==> config.mk <==
export PLATFORM = sky130hd
export DESIGN_NAME = jtag_master
export DESIGN_NICKNAME = d
export VERILOG_FILES = /design/src/rtl/jtag_master.sv
export SDC_FILE = /design/constraint.sdc
export NUM_CORES = 1
export LEC_CHECK = 0
export CORE_ASPECT_RATIO = 1.5
export CORE_MARGIN = 2
export CORE_UTILIZATION = 30
export CTS_CLUSTER_SIZE = 40
export DETAILED_ROUTE_END_ITERATION = 8
export PLACE_DENSITY = 0.55
export REMOVE_ABC_BUFFERS = 1
export SETUP_SLACK_MARGIN = 0.4
export SLEW_MARGIN = 15
export SYNTH_ARGS = -nofsm -noshare
export SYNTH_HDL_FRONTEND = slang
export SYNTH_SLANG_ARGS = --single-unit
export TNS_END_PERCENT = 100
==> constraint.sdc <==
create_clock -name clk -period 5.39 [get_ports clk]
set_clock_uncertainty 0.1 [all_clocks]
set_input_delay 0.8085 -clock clk [delete_from_list [all_inputs] [get_ports clk]]
set_output_delay 0.8085 -clock clk [all_outputs]
set_load 0.05 [all_outputs]
==> src/rtl/jtag_master.sv <==
// JTAG master: runs TAP-reset, IR and IR+DR scans from one system clock; tck = clk/(2*DIV).
// tms/tdi launch on the clk edge that drops tck, tdo is captured on the edge that raises it.
module jtag_master #(
  parameter int DIV   = 4,
  parameter int DRMAX = 96
) (
  input  logic             clk,
  input  logic             hard_rst,
  input  logic             start,
  input  logic             tlr_req,
  input  logic [4:0]       ir_code,
  input  logic [9:0]       dr_len,
  input  logic [DRMAX-1:0] dr_in,
  output logic             tck,
  output logic             tms,
  output logic             tdi,
  input  logic             tdo,
  output logic             busy,
  output logic             done,
  output logic [4:0]       ir_out,
  output logic [DRMAX-1:0] dr_out
);

  localparam int         IW      = (DRMAX > 1) ? $clog2(DRMAX) : 1;
  localparam logic [9:0] NMAX    = 10'(DRMAX);
  localparam logic [7:0] DIV_TOP = 8'(DIV - 1);

  typedef enum logic [3:0] {
    IDLE, TLR, IR_HDR, IR_SHIFT, IR_TAIL, DR_HDR, DR_SHIFT, DR_TAIL, FIN
  } state_t;

  state_t           state_q, state_d, ns;
  logic [9:0]       cnt_q, cnt_d, nc;
  logic [9:0]       n_q, n_d;
  logic [7:0]       div_q, div_d;
  logic             tck_q, tck_d, tms_q, tms_d, tdi_q, tdi_d;
  logic             busy_q, busy_d, done_q, done_d;
  logic [4:0]       ir_code_q, ir_code_d, ir_out_q, ir_out_d;
  logic [DRMAX-1:0] dr_in_q, dr_in_d, dr_out_q, dr_out_d;
  logic             load;
  logic [IW-1:0]    k_cap, k_lnch;

  always_comb begin
    state_d   = state_q;
    cnt_d     = cnt_q;
    n_d       = n_q;
    div_d     = div_q;
    tck_d     = tck_q;
    tms_d     = tms_q;
    tdi_d     = tdi_q;
    busy_d    = busy_q;
    done_d    = 1'b0;
    ir_code_d = ir_code_q;
    ir_out_d  = ir_out_q;
    dr_in_d   = dr_in_q;
    dr_out_d  = dr_out_q;
    load      = 1'b0;
    ns        = state_q;
    nc        = cnt_q;
    k_cap     = IW'(n_q - 10'd1 - cnt_q);
    k_lnch    = '0;

    case (state_q)
      IDLE: begin
        if (start) begin
          ir_code_d = ir_code;
          dr_in_d   = dr_in;
          n_d       = (dr_len > NMAX) ? NMAX : dr_len;
          for (int i = 0; i < DRMAX; i++) begin
            if (10'(i) >= n_d) dr_out_d[i] = 1'b0;
          end
          busy_d = 1'b1;
          div_d  = DIV_TOP;
          tck_d  = 1'b0;
          load   = 1'b1;
          ns     = tlr_req ? TLR : IR_HDR;
          nc     = tlr_req ? 10'd5 : 10'd3;
        end
      end
      FIN: begin
        state_d = IDLE;
        busy_d  = 1'b0;
        done_d  = 1'b1;
      end
      default: begin
        if (div_q != 8'd0) begin
          div_d = div_q - 8'd1;
        end else begin
          div_d = DIV_TOP;
          tck_d = ~tck_q;
          if (!tck_q) begin
            // rising tck: target launched tdo on the previous falling edge
            if (state_q == IR_SHIFT) ir_out_d[3'd4 - cnt_q[2:0]] = tdo;
            if (state_q == DR_SHIFT) dr_out_d[k_cap] = tdo;
          end else begin
            load = 1'b1;
            if (cnt_q != 10'd0) begin
              nc = cnt_q - 10'd1;
            end else begin
              case (state_q)
                TLR:      ns = FIN;
                IR_HDR:   begin ns = IR_SHIFT; nc = 10'd4;        end
                IR_SHIFT: begin ns = IR_TAIL;  nc = 10'd1;        end
                IR_TAIL:  begin ns = (n_q == 10'd0) ? FIN : DR_HDR; nc = 10'd2; end
                DR_HDR:   begin ns = DR_SHIFT; nc = n_q - 10'd1;  end
                DR_SHIFT: begin ns = DR_TAIL;  nc = 10'd1;        end
                default:  ns = FIN;
              endcase
            end
          end
        end
      end
    endcase

    // cnt counts down within a state, so each step's tms/tdi is a function of (state, cnt)
    if (load) begin
      state_d = ns;
      cnt_d   = nc;
      tms_d   = 1'b0;
      tdi_d   = 1'b0;
      k_lnch  = IW'(n_d - 10'd1 - nc);
      case (ns)
        TLR:      tms_d = (nc != 10'd0);
        IR_HDR:   tms_d = (nc >= 10'd2);
        IR_SHIFT: begin
          tms_d = (nc == 10'd0);
          tdi_d = ir_code_d[3'd4 - nc[2:0]];
        end
        IR_TAIL,
        DR_TAIL:  tms_d = (nc == 10'd1);
        DR_HDR:   tms_d = (nc == 10'd2);
        DR_SHIFT: begin
          tms_d = (nc == 10'd0);
          tdi_d = dr_in_d[k_lnch];
        end
        default: ;
      endcase
    end
  end

  always_ff @(posedge clk or negedge hard_rst) begin
    if (!hard_rst) begin
      state_q   <= IDLE;
      cnt_q     <= '0;
      n_q       <= '0;
      div_q     <= '0;
      tck_q     <= 1'b0;
      tms_q     <= 1'b0;
      tdi_q     <= 1'b0;
      busy_q    <= 1'b0;
      done_q    <= 1'b0;
      ir_code_q <= '0;
      ir_out_q  <= '0;
      dr_in_q   <= '0;
      dr_out_q  <= '0;
    end else begin
      state_q   <= state_d;
      cnt_q     <= cnt_d;
      n_q       <= n_d;
      div_q     <= div_d;
      tck_q     <= tck_d;
      tms_q     <= tms_d;
      tdi_q     <= tdi_d;
      busy_q    <= busy_d;
      done_q    <= done_d;
      ir_code_q <= ir_code_d;
      ir_out_q  <= ir_out_d;
      dr_in_q   <= dr_in_d;
      dr_out_q  <= dr_out_d;
    end
  end

  assign tck    = tck_q;
  assign tms    = tms_q;
  assign tdi    = tdi_q;
  assign busy   = busy_q;
  assign done   = done_q;
  assign ir_out = ir_out_q;
  assign dr_out = dr_out_q;

endmodule

==> metrics.txt <==
# TYPE chip_impl_metric gauge
chip_impl_info{name="run_status",value="finished clean"} 1
chip_impl_metric{name="global_route_wire_length_before_repair",unit="mm"} 84.9
chip_impl_metric{name="power_switching",unit="W"} 0.00207
chip_impl_metric{name="timing.final.hold_violations",unit=""} 0
chip_impl_metric{name="synth_area",unit="sq um"} 14200
chip_impl_metric{name="cts_stage_hold_buffer_count",unit=""} 0
chip_impl_metric{name="htree_levels",unit=""} 1
chip_impl_metric{name="max_freq",unit="GHz"} 0.210
chip_impl_metric{name="total_routing_usage_gr",unit=""} 0.223
chip_impl_info{name="most-common-layout-cells",value="nand2_1, dfrtp_1, clkdlybuf4s50_1"} 1
chip_impl_metric{name="synth_seq_area_share",unit=""} 0.422
chip_impl_info{name="most_area_hungry_cell_type_in_the_yosys_netlist",value="dfrtp_1"} 1
chip_impl_metric{name="ys_seq_elements",unit=""} 239
chip_impl_info{name="crit_path_start_kind",value="input pin"} 1
chip_impl_info{name="timing.critical_path.to_type",value="flop"} 1
chip_impl_metric{name="routabilityCongestion",unit=""} 0.991
chip_impl_metric{name="timing.critical_path.fanout_max",unit=""} 12
chip_impl_metric{name="cp_num_cells",unit=""} 20
chip_impl_metric{name="grt_use_met1",unit=""} 0.257
chip_impl_info{name="cts_tree",value="done"} 1
chip_impl_metric{name="setup-violations-final",unit=""} 0
chip_impl_metric{name="detail-route-antenna-nets",unit=""} 0
chip_impl_metric{name="syn_area_per_cell",unit="sq um"} 8.70
chip_impl_metric{name="hpwlAfterDp",unit="mm"} 41.5
chip_impl_metric{name="insertion_delay",unit="ps"} 560
chip_impl_metric{name="power.share.clock",unit=""} 0.325
chip_impl_info{name="layout_commonest_cell",value="nand2_1"} 1
chip_impl_metric{name="worst_slew_margin_rel",unit=""} 0.341
chip_impl_metric{name="grt_remaining_overflow",unit=""} 0
chip_impl_metric{name="maximum_number_of_pins_on_one_net_before_global_route_repair",unit=""} 104
chip_impl_metric{name="combinationalPowerShare",unit=""} 0.341
chip_impl_metric{name="critical_path.n_buffers_inverters",unit=""} 4
chip_impl_metric{name="fp.dieArea",unit="sq um"} 49000
chip_impl_metric{name="buffers_added_on_ports",unit=""} 221
chip_impl_metric{name="ys_types",unit=""} 76
chip_impl_metric{name="irDropWorstVdd",unit="mV"} 0.201
chip_impl_metric{name="totalNegativeSetupSlack",unit="ps"} 0
chip_impl_info{name="worstPathCellList",value="clkdlybuf4s50_1 -> or4_1 -> o211a_1 -> nor2_1 -> buf_4 -> nand3_1 -> o21ai_0 -> ha_2 -> inv_1 -> fa_2 -> xor2_4 -> buf_12 -> mux2i_1 -> mux4_2 -> and3_1 -> a41oi_1 -> nand4_1 -> o211ai_1 -> nand4_1 -> nand3_1"} 1
chip_impl_metric{name="dp_slack",unit="ps"} 9.94
chip_impl_info{name="critical_path.top_delay_family",value="simple AND/OR/NAND/NOR gates"} 1
chip_impl_info{name="grt_setup_unrepaired",value="no"} 1
chip_impl_metric{name="io-pin-count",unit=""} 222
chip_impl_info{name="synthTopCellsByArea",value="dfrtp_1, nand2_1, o21ai_0"} 1
chip_impl_metric{name="die_y",unit="um"} 270
chip_impl_metric{name="initial_antenna_violation_count",unit=""} 0
chip_impl_metric{name="crit_path_max_incr_delay",unit="ps"} 600
chip_impl_metric{name="final_layout_size_suffix_gt1_frac",unit=""} 0.127
chip_impl_metric{name="syn2layout_area_growth",unit="%"} 29.5
chip_impl_metric{name="layout.cells.non_filler",unit=""} 2473
chip_impl_metric{name="number_of_filler_instances_in_the_final_layout",unit=""} 4745
chip_impl_metric{name="maximum_number_of_buffers_from_clock_root_to_sink",unit=""} 3
chip_impl_info{name="clock_tree.root_cell",value="clkbuf_16"} 1
chip_impl_metric{name="critPathArrivalTime",unit="ps"} 5160
chip_impl_info{name="slowest_library_cell_on_the_worst_path",value="or4_1"} 1
chip_impl_metric{name="synth_largest_type_area_fraction",unit=""} 0.422
chip_impl_metric{name="powerDensity",unit="nW/um^2"} 311
chip_impl_metric{name="initial_utilization",unit=""} 0.303
chip_impl_metric{name="reg2regPathDepth",unit=""} 20
chip_impl_metric{name="floorplan.die.width",unit="um"} 181
chip_impl_metric{name="synth-edff-count",unit=""} 0
chip_impl_metric{name="cts_made_buffers",unit=""} 27
chip_impl_metric{name="antenna_cells",unit=""} 0
chip_impl_metric{name="grt_pass1_vias",unit=""} 14000
chip_impl_metric{name="groute.layer.met2.usage",unit=""} 0.397
chip_impl_info{name="grt_busiest_layer",value="met2"} 1
chip_impl_metric{name="p_sw_frac",unit=""} 0.362
chip_impl_metric{name="maxSlewViolCount",unit=""} 0
chip_impl_metric{name="dr.first_iter.drc_count",unit=""} 1048
chip_impl_info{name="most_instantiated_flip_flop_cell_in_the_synthesis_netlist",value="dfrtp_1"} 1
chip_impl_metric{name="floorplan.rows",unit=""} 97
chip_impl_metric{name="clkSlewWorstSetupHoldPaths",unit="ps"} 60
chip_impl_metric{name="critPathRequiredTime",unit="ps"} 5790
chip_impl_metric{name="dr_total_vias",unit=""} 13900
chip_impl_metric{name="yosysWarnings",unit=""} 0
chip_impl_metric{name="met3_usage",unit=""} 0.0301
chip_impl_metric{name="fin_nets",unit=""} 1997
chip_impl_metric{name="final.hold.worst_slack",unit="ps"} 160
chip_impl_metric{name="netlist_instances",unit=""} 1628
chip_impl_metric{name="postSynth.asyncResetShare",unit=""} 1.00
chip_impl_metric{name="final_min_period_over_clock_period",unit=""} 0.883
chip_impl_metric{name="routed_via_density",unit=""} 5.60
chip_impl_metric{name="detail_route.wl_per_cell",unit="um"} 22.4
chip_impl_metric{name="core-area",unit="sq um"} 46700
chip_impl_metric{name="finalWirelength",unit="mm"} 55.4
chip_impl_info{name="critical_path_class",value="input pin to flop"} 1
chip_impl_metric{name="p_leak",unit="nW"} 7.88
chip_impl_metric{name="drt_drc_violations_left",unit=""} 0
chip_impl_metric{name="detailedRoute.firstPassIterationCount",unit=""} 8
chip_impl_metric{name="worst_slew_pin_slew",unit="ps"} 987
chip_impl_metric{name="post-route-min-period",unit="ps"} 4760
chip_impl_metric{name="footprint_of_the_multi_input_gates",unit="sq um"} 7710
chip_impl_metric{name="pwr-share-seq",unit=""} 0.334
chip_impl_metric{name="p_int",unit="W"} 0.00364
chip_impl_metric{name="clock-sinks",unit=""} 239
chip_impl_metric{name="max_cap_viol_count",unit=""} 0
chip_impl_info{name="min-delay-path-class",value="input pin to asynchronous set/reset pin"} 1
chip_impl_metric{name="numPlacedInstances",unit=""} 2423
chip_impl_metric{name="total_area_of_sequential_cells",unit="sq um"} 5980
chip_impl_metric{name="setup_slack",unit="ps"} 629
==> power groups by stage <==
stage               logic, W  registers (W)  clock network [W]
finish               0.00195        0.00190            0.00186
global route         0.00210        0.00191            0.00197
CTS                  0.00191        0.00190            0.00191
detailed placement   0.00190        0.00194                  0
global placement     0.00188        0.00193                  0
floorplan            0.00100        0.00195                  0
==> worst paths after layout <==
check                            startpoint           to  slack [ps]
worst max-delay path              dr_len[0]          tdi         630
worst min-delay path               hard_rst  dr_in_q[50]         160
worst max register to register     cnt_q[1]          tdi         720
worst min register to register  dr_in_q[13]  dr_in_q[13]         370
max in group asynchronous          hard_rst   dr_out[88]        3850
min in group clk                dr_in_q[13]  dr_in_q[13]         370
==> per-layer routing <==
layer  vias to the layer above  routed length [um]
met4                         0                3260
li1                       6353                   -
met2                       619               28200
met3                       157                3270
met1                      6726               20700
met5                         -                   0
==> synth_stat cells (9+ instances only) <==
library cell,instances
or3_1,12
o211ai_1,39
mux4_2,15
ha_1,19
inv_1,34
a21oi_1,111
o31ai_1,17
a31oi_1,21
o21ai_0,195
nand3_1,60
nor3_1,30
o21ai_1,43
mux2i_1,15
xor2_1,16
buf_1,10
dfrtp_1,239
xnor2_1,13
nand4_1,12
a211o_1,17
nor2_1,90
mux2_2,45
nor4_1,9
o21a_1,9
and3_1,35
nand2_1,293
clkbuf_1,77
a21o_1,18
==> registers in the layout, summed over array words and instances, names as in the netlist <==
signal / flops
ir_code_q: 5
dr_out: 96
busy: 1
ir_out: 5
state_q: 4
tck: 1
cnt_q: 10
tdi: 1
div_q: 8
done: 1
n_q: 10
dr_in_q: 96
tms: 1
==> worst reg2reg max path: cells and delay by family (launching register included) <==
family          cells  cell delay [ps]
compound gates      8             1620
fa+ha+maj           2              490
buf+inv             4              680
flops               1              430
simple gates        6             1290
==> logic make-up (layout without fill, tap and decap cells) <==
| logic type | count (synthesis) | count (layout) | share of synthesized area |
|---|---|---|---|
| buffers and inverters | 138 | 389 | 0.0402 |
| XOR/XNOR | 29 | 29 | 0.0179 |
| multiplexers | 75 | 75 | 0.0702 |
| AND/OR/NAND/NOR | 591 | 591 | 0.191 |
| AO/OA/AOI/OAI | 535 | 535 | 0.239 |
| adder cells (fa/ha/maj) | 21 | 21 | 0.0196 |
| flip-flops | 239 | 239 | 0.422 |
==> layout make-up <==
| type | count | area share |
|---|---|---|
| clock inverter | 13 | 0.00566 |
| sequential | 239 | 0.326 |
| timing repair buffer | 305 | 0.158 |
| inverter | 36 | 0.00737 |
| tap | 594 | 0.0405 |
| clock buffer | 35 | 0.0423 |
| multi-input combinational | 1251 | 0.420 |
==> stage by stage <==
step	area (sq um)	total power, W	utilization
floorplan	13700	0.00295	-
global placement	17400	0.00382	0.373
detailed placement	17400	0.00384	0.373
finish	18300	0.00571	0.393
global route	18300	0.00599	0.393
CTS	18300	0.00572	0.391
==> timing repair <==
item	CTS	global route
setup buffers	0	2
setup endpoints to repair	0	1
gates resized for setup	0	15
(Power assumes the default switching activity.)
==> variant 1, RTL diff (same settings) <==
Set the parameter `DRMAX` to 48 (it was 96).
--- a/src/rtl/jtag_master.sv
+++ b/src/rtl/jtag_master.sv
@@ -4,3 +4,3 @@
   parameter int DIV   = 4,
-  parameter int DRMAX = 96
+  parameter int DRMAX = 48
 ) (
Interface: changed (resized dr_in and dr_out); port bits go from 222 to 126. No check against the original RTL was run, so the function may have changed too.
==> variant 1 against the original RTL <==
Routed wire length down 44%; die area down 36%; worst setup slack better by 0.054 ns; highest routed layer unchanged; via count down 38%; synthesized area down 36%; design area down 37%; sequential cell count down 96; power down 36%; combinational power down 34%.
==> variant 1: results (changes against the original RTL) <==
----------------------------------------------------
[Outcome]
  Status ... finished clean

[Logic synthesis]
  Synth warn ... 0 (unchanged)
  Number of different library cells in the post-synthesis netlist ... 84 (+11%)
  Average footprint of a synthesized cell ... 8.78 µm² (+0.89%)
  Async S/R FF share, synth ... 100% (unchanged)
  Share of the yosys chip area belonging to registers ... 39.7% (-2.5 points)
  Top area cells in the synthesized netlist ... dfrtp_1 (40%), nand2_1 (8.3%), o211ai_1 (3.4%), o21ai_0 (3.1%), mux4_2 (2.7%)
  Most instantiated cells after synthesis ... nand2_1 (199), dfrtp_1 (143), nor2_1 (58), o21ai_0 (55), clkbuf_1 (47)

[Route]
  Via count of the routed design ... 8,592 (-38%)
  Length of the first detailed-routing pass in iterations ... 5 (-3)
  Average vias per placed instance ... 5.49 (-2.1%)
  Iter 0 DRT Violations ... 565 (-46%)
  Final routed wire length divided by cell count ... 19.8 µm (-12%)

[Placed design]
  Setup slack after placement ... 0.248 ns (+0.238 ns)
  Count of placed standard cells including taps ... 1,533 (-37%)
  IO buf count ... 125 (-43%)
  Detailed placer's ending HPWL ... 23.5 mm (-43%)
  Post-place instance area ... 10,900 µm² (-37%)
  Global placer's final weighted congestion ... 0.903 (-8.9%)

[Clock tree]
  CTS H-tree lvls ... 4 (+3)
  Number of buffers between clock root and the deepest sink ... 2 (-1)
  Post-CTS Setup Repair Bufs ... 2 (+2)
  Clock buffers created by TritonCTS ... 17 (-37%)
  Clock slew at reported path FFs ... 0.06 ns (about the same)
  Clk Latency, worst-skew pair ... 0.44 ns (-0.12 ns)
  Gates resized, CTS repair ... 1 (+1)

[Final layout]
  Share of cells above drive strength 1 ... 12.1% (-0.59 points)
  Filler Cells Inserted ... 3,008 (-37%)
  # nets final ... 1,246 (-38%)

[Hold path]
  Class of the worst hold path ... primary input to async pin

[Power]
  Static leakage ... 4.70 nW (-40%)
  Worst IR drop on VDD ... 0.239 mV (+19%)
  Power in sequential cells ... 1.22 mW (-36%)
  Post-route total power ... 3.67 mW (-36%)
  Design internal power ... 2.30 mW (-37%)
  Power in combinational cells ... 1.29 mW (-34%)

[Critical path]
  Largest delay share family, worst path ... compound AO/OA/AOI/OAI gates
  Worst EP arrival ... 4.92 ns (-0.24 ns)
  Largest stage delay, worst path ... 0.53 ns (-0.07 ns)
  Standard cell with the maximum stage delay on the critical path ... clkdlybuf4s50_1
  Largest driver fanout on the critical path ... 17 (+5)

[STA]
  Slew headroom ... 46.1% (+12 points)

[GRT]
  Number of global-route vias before repair ... 8,525 (-39%)
  Antenna violations before repair ... 0 (unchanged)
  Wire length of the first global-routing pass ... 48.7 mm (-43%)
  Overall global routing resource usage ... 19.8% (-2.5 points)
  Pin count of the biggest net entering global routing ... 54 (-48%)

----------------------------------------------------
==> variant 1: cell types whose count changed after synthesis, moves of 30 or more <==
cell / delta
a21oi_1: -86
clkbuf_1: -30
dfrtp_1: -96
nand2_1: -94
nor2_1: -32
o21ai_0: -140
o21ai_1: -42
==> variant 1: metal layers <==
layer | wire (µm) | global-route usage [%]
met3 | 1390 | 2.86
met5 | 0 | 0
met4 | 1490 | 9.93
met2 | 16300 | 36.5
met1 | 11800 | 22.3
==> variant 1: kinds of logic after synthesis <==
| logic type | synth area share (%) |
|---|---|
| mux | 7.80 |
| flops | 39.7 |
| xor+xnor | 2.40 |
| compound gates | 18.8 |
| fa+ha+maj | 2.80 |
| simple gates | 24.1 |
| buf+inv | 4.47 |
==> variant 1: per-stage QoR <==
step | setup TNS [ns] | util [%]
after floorplan | -0.698 | -
after detailed placement | 0 | 36.8
final | 0 | 38.9
after global routing | 0 | 38.9
after global placement | 0 | 36.8
after CTS | 0 | 38.8
==> variant 1: layout make-up <==
| cell class | count | area, µm² | area share, % |
|---|---|---|---|
| multi-input combinational | 784 | 5080 | 44.1 |
| clock buffer | 18 | 439 | 3.82 |
| sequential | 143 | 3580 | 31.1 |
| inverter | 39 | 146 | 1.27 |
| tap | 395 | 494 | 4.30 |
| timing repair buffer | 174 | 1630 | 14.2 |
| clock inverter | 13 | 131 | 1.14 |
==> variant 1: worst paths after layout <==
check | slack (ns) | cells past startpoint | to
max in group asynchronous | 3.90 | 2 | dr_in_q[16]
setup reg to reg | 0.73 | 20 | tdi
setup / recovery | 0.68 | 15 | tdi
hold reg to reg | 0.37 | 2 | dr_in_q[29]
min in group clk | 0.37 | 2 | dr_in_q[29]
hold / removal | 0.22 | 1 | done
==> variant 2, RTL diff (same settings) <==
Without the edit above. `n_q` no longer has a reset.
--- a/src/rtl/jtag_master.sv
+++ b/src/rtl/jtag_master.sv
@@ -144,3 +144,2 @@
       cnt_q     <= '0;
-      n_q       <= '0;
       div_q     <= '0;
@@ -158,3 +157,2 @@
       cnt_q     <= cnt_d;
-      n_q       <= n_d;
       div_q     <= div_d;
@@ -172,2 +170,6 @@
 
+  always_ff @(posedge clk) begin
+    n_q <= n_d;
+  end
+
   assign tck    = tck_q;
Behaviour: no difference found for any inputs over 4 cycles, from zero or initial values and one cycle with hard_rst low; that may be too few to reach the edited logic, so the function may still have changed.
==> variant 2 against the original RTL <==
Worst setup slack got worse by 0.15 ns; combinational power increased by 12%; non-clock buffer count increased by 36; design area increased by 6.4%; first-iteration DRC count increased by 4.0%; routed wire length increased by 15%; critical path type is now flip-flop to flip-flop; power increased by 8.2%; core utilization increased by 0.72 points; synthesized cell count increased by 7.6%; cell count increased by 8.5%; synthesized area increased by 4.8%; sequential cell count unchanged; maximum frequency decreased by 3.1%; global-route usage increased by 2.2 points.
==> variant 2: results (changes against the original RTL) <==
----------------------------------------------------
[Final layout]
  Sequential fraction of total cell area ... 30.5% (-2.1 points)
  Area occupied by multi-input gates ... 8360 µm² (+8.4%)
  Area Growth Syn to Fin ... 31.4%
  Inverter count ... 45 (+25%)

[Outcome]
  Status ... finished clean

[Critical path]
  Setup slack of the worst register-to-register path ... 0.48 ns (-0.24 ns)
  Standard cell with the maximum stage delay on the critical path ... or4b_2
  Largest driver fanout on the critical path ... 8 (-4)
  Largest stage delay, worst path ... 0.70 ns (+0.10 ns)

[Logic synthesis]
  Share of the yosys chip area belonging to registers ... 40.1% (-2.1 points)
  EDFF count, synth ... 3 (+3)
  Top area cells in the synthesized netlist ... dfrtp_1 (39%), nand2_1 (10%), a21oi_1 (4.9%), o21ai_0 (4.3%), o211ai_1 (3.7%)
  Compound-gate portion of the synthesized area ... 23.6% (-0.31 points)
  Post-Syn Instances ... 1,752 (+7.6%)
  Synthesized-area fraction occupied by xor and xnor cells ... 1.77% (-0.023 points)

[Route]
  Iter 0 DRT Violations ... 1,090 (+4.0%)
  Length of the first detailed-routing pass in iterations ... 5 (-3)

[Clock tree]
  Clock buffers created by TritonCTS ... 28 (+3.7%)

[GRT]
  Number of global-route vias before repair ... 15,640 (+11%)
  Overall global routing resource usage ... 24.5% (+2.2 points)
  Wire length of the first global-routing pass ... 96.0 mm (+13%)
  Pin count of the biggest net entering global routing ... 125 (+20%)

[Placed design]
  Detailed placer's ending HPWL ... 47.7 mm (+15%)
  Global placer's final weighted congestion ... 0.998 (+0.67%)
  Setup slack after placement ... 0.0322 ns (+0.0223 ns)
  Count of placed standard cells including taps ... 2,633 (+8.7%)

[Power]
  Share of total power in the clock network ... 33.7% (+1.2 points)
  Combinational fraction of design power ... 35.2% (+1.1 points)

----------------------------------------------------
-- variant 2: cell count changes in the layout (fill, tap and decap cells not counted), moves of 30 or more --
cell,unedited run,this run
o21ai_1,47,2
a21oi_1,110,142
o211ai_1,39,73
a22oi_1,4,34
buf_4,80,113
nand2_1,292,399
o21ai_0,190,128
-- variant 2: per-stage QoR --
stage,util [%],hold slack (ns)
after floorplan,-,0.334
after detailed placement,37.9,0.356
after global routing,40.0,0.181
after CTS,39.9,0.156
after global placement,37.9,0.352
final,40.0,0.128
-- variant 2: per-layer routing --
metal	track usage [%]	share of wire, %	vias up
met1	27.4	36	7404
met3	3.20	6.1	221
met5	0	0.025	-
met4	16.6	7.8	2
met2	42.8	50	724
li1	-	-	6913
-- variant 2: timing repair --
action,4_1_cts,5_1_grt
hold buffers,0,0
buffers inserted,0,1
gates resized for setup,2,6
pin swaps,0,1
endpoints found under the hold margin,0,0
endpoints found under the setup margin,1,4
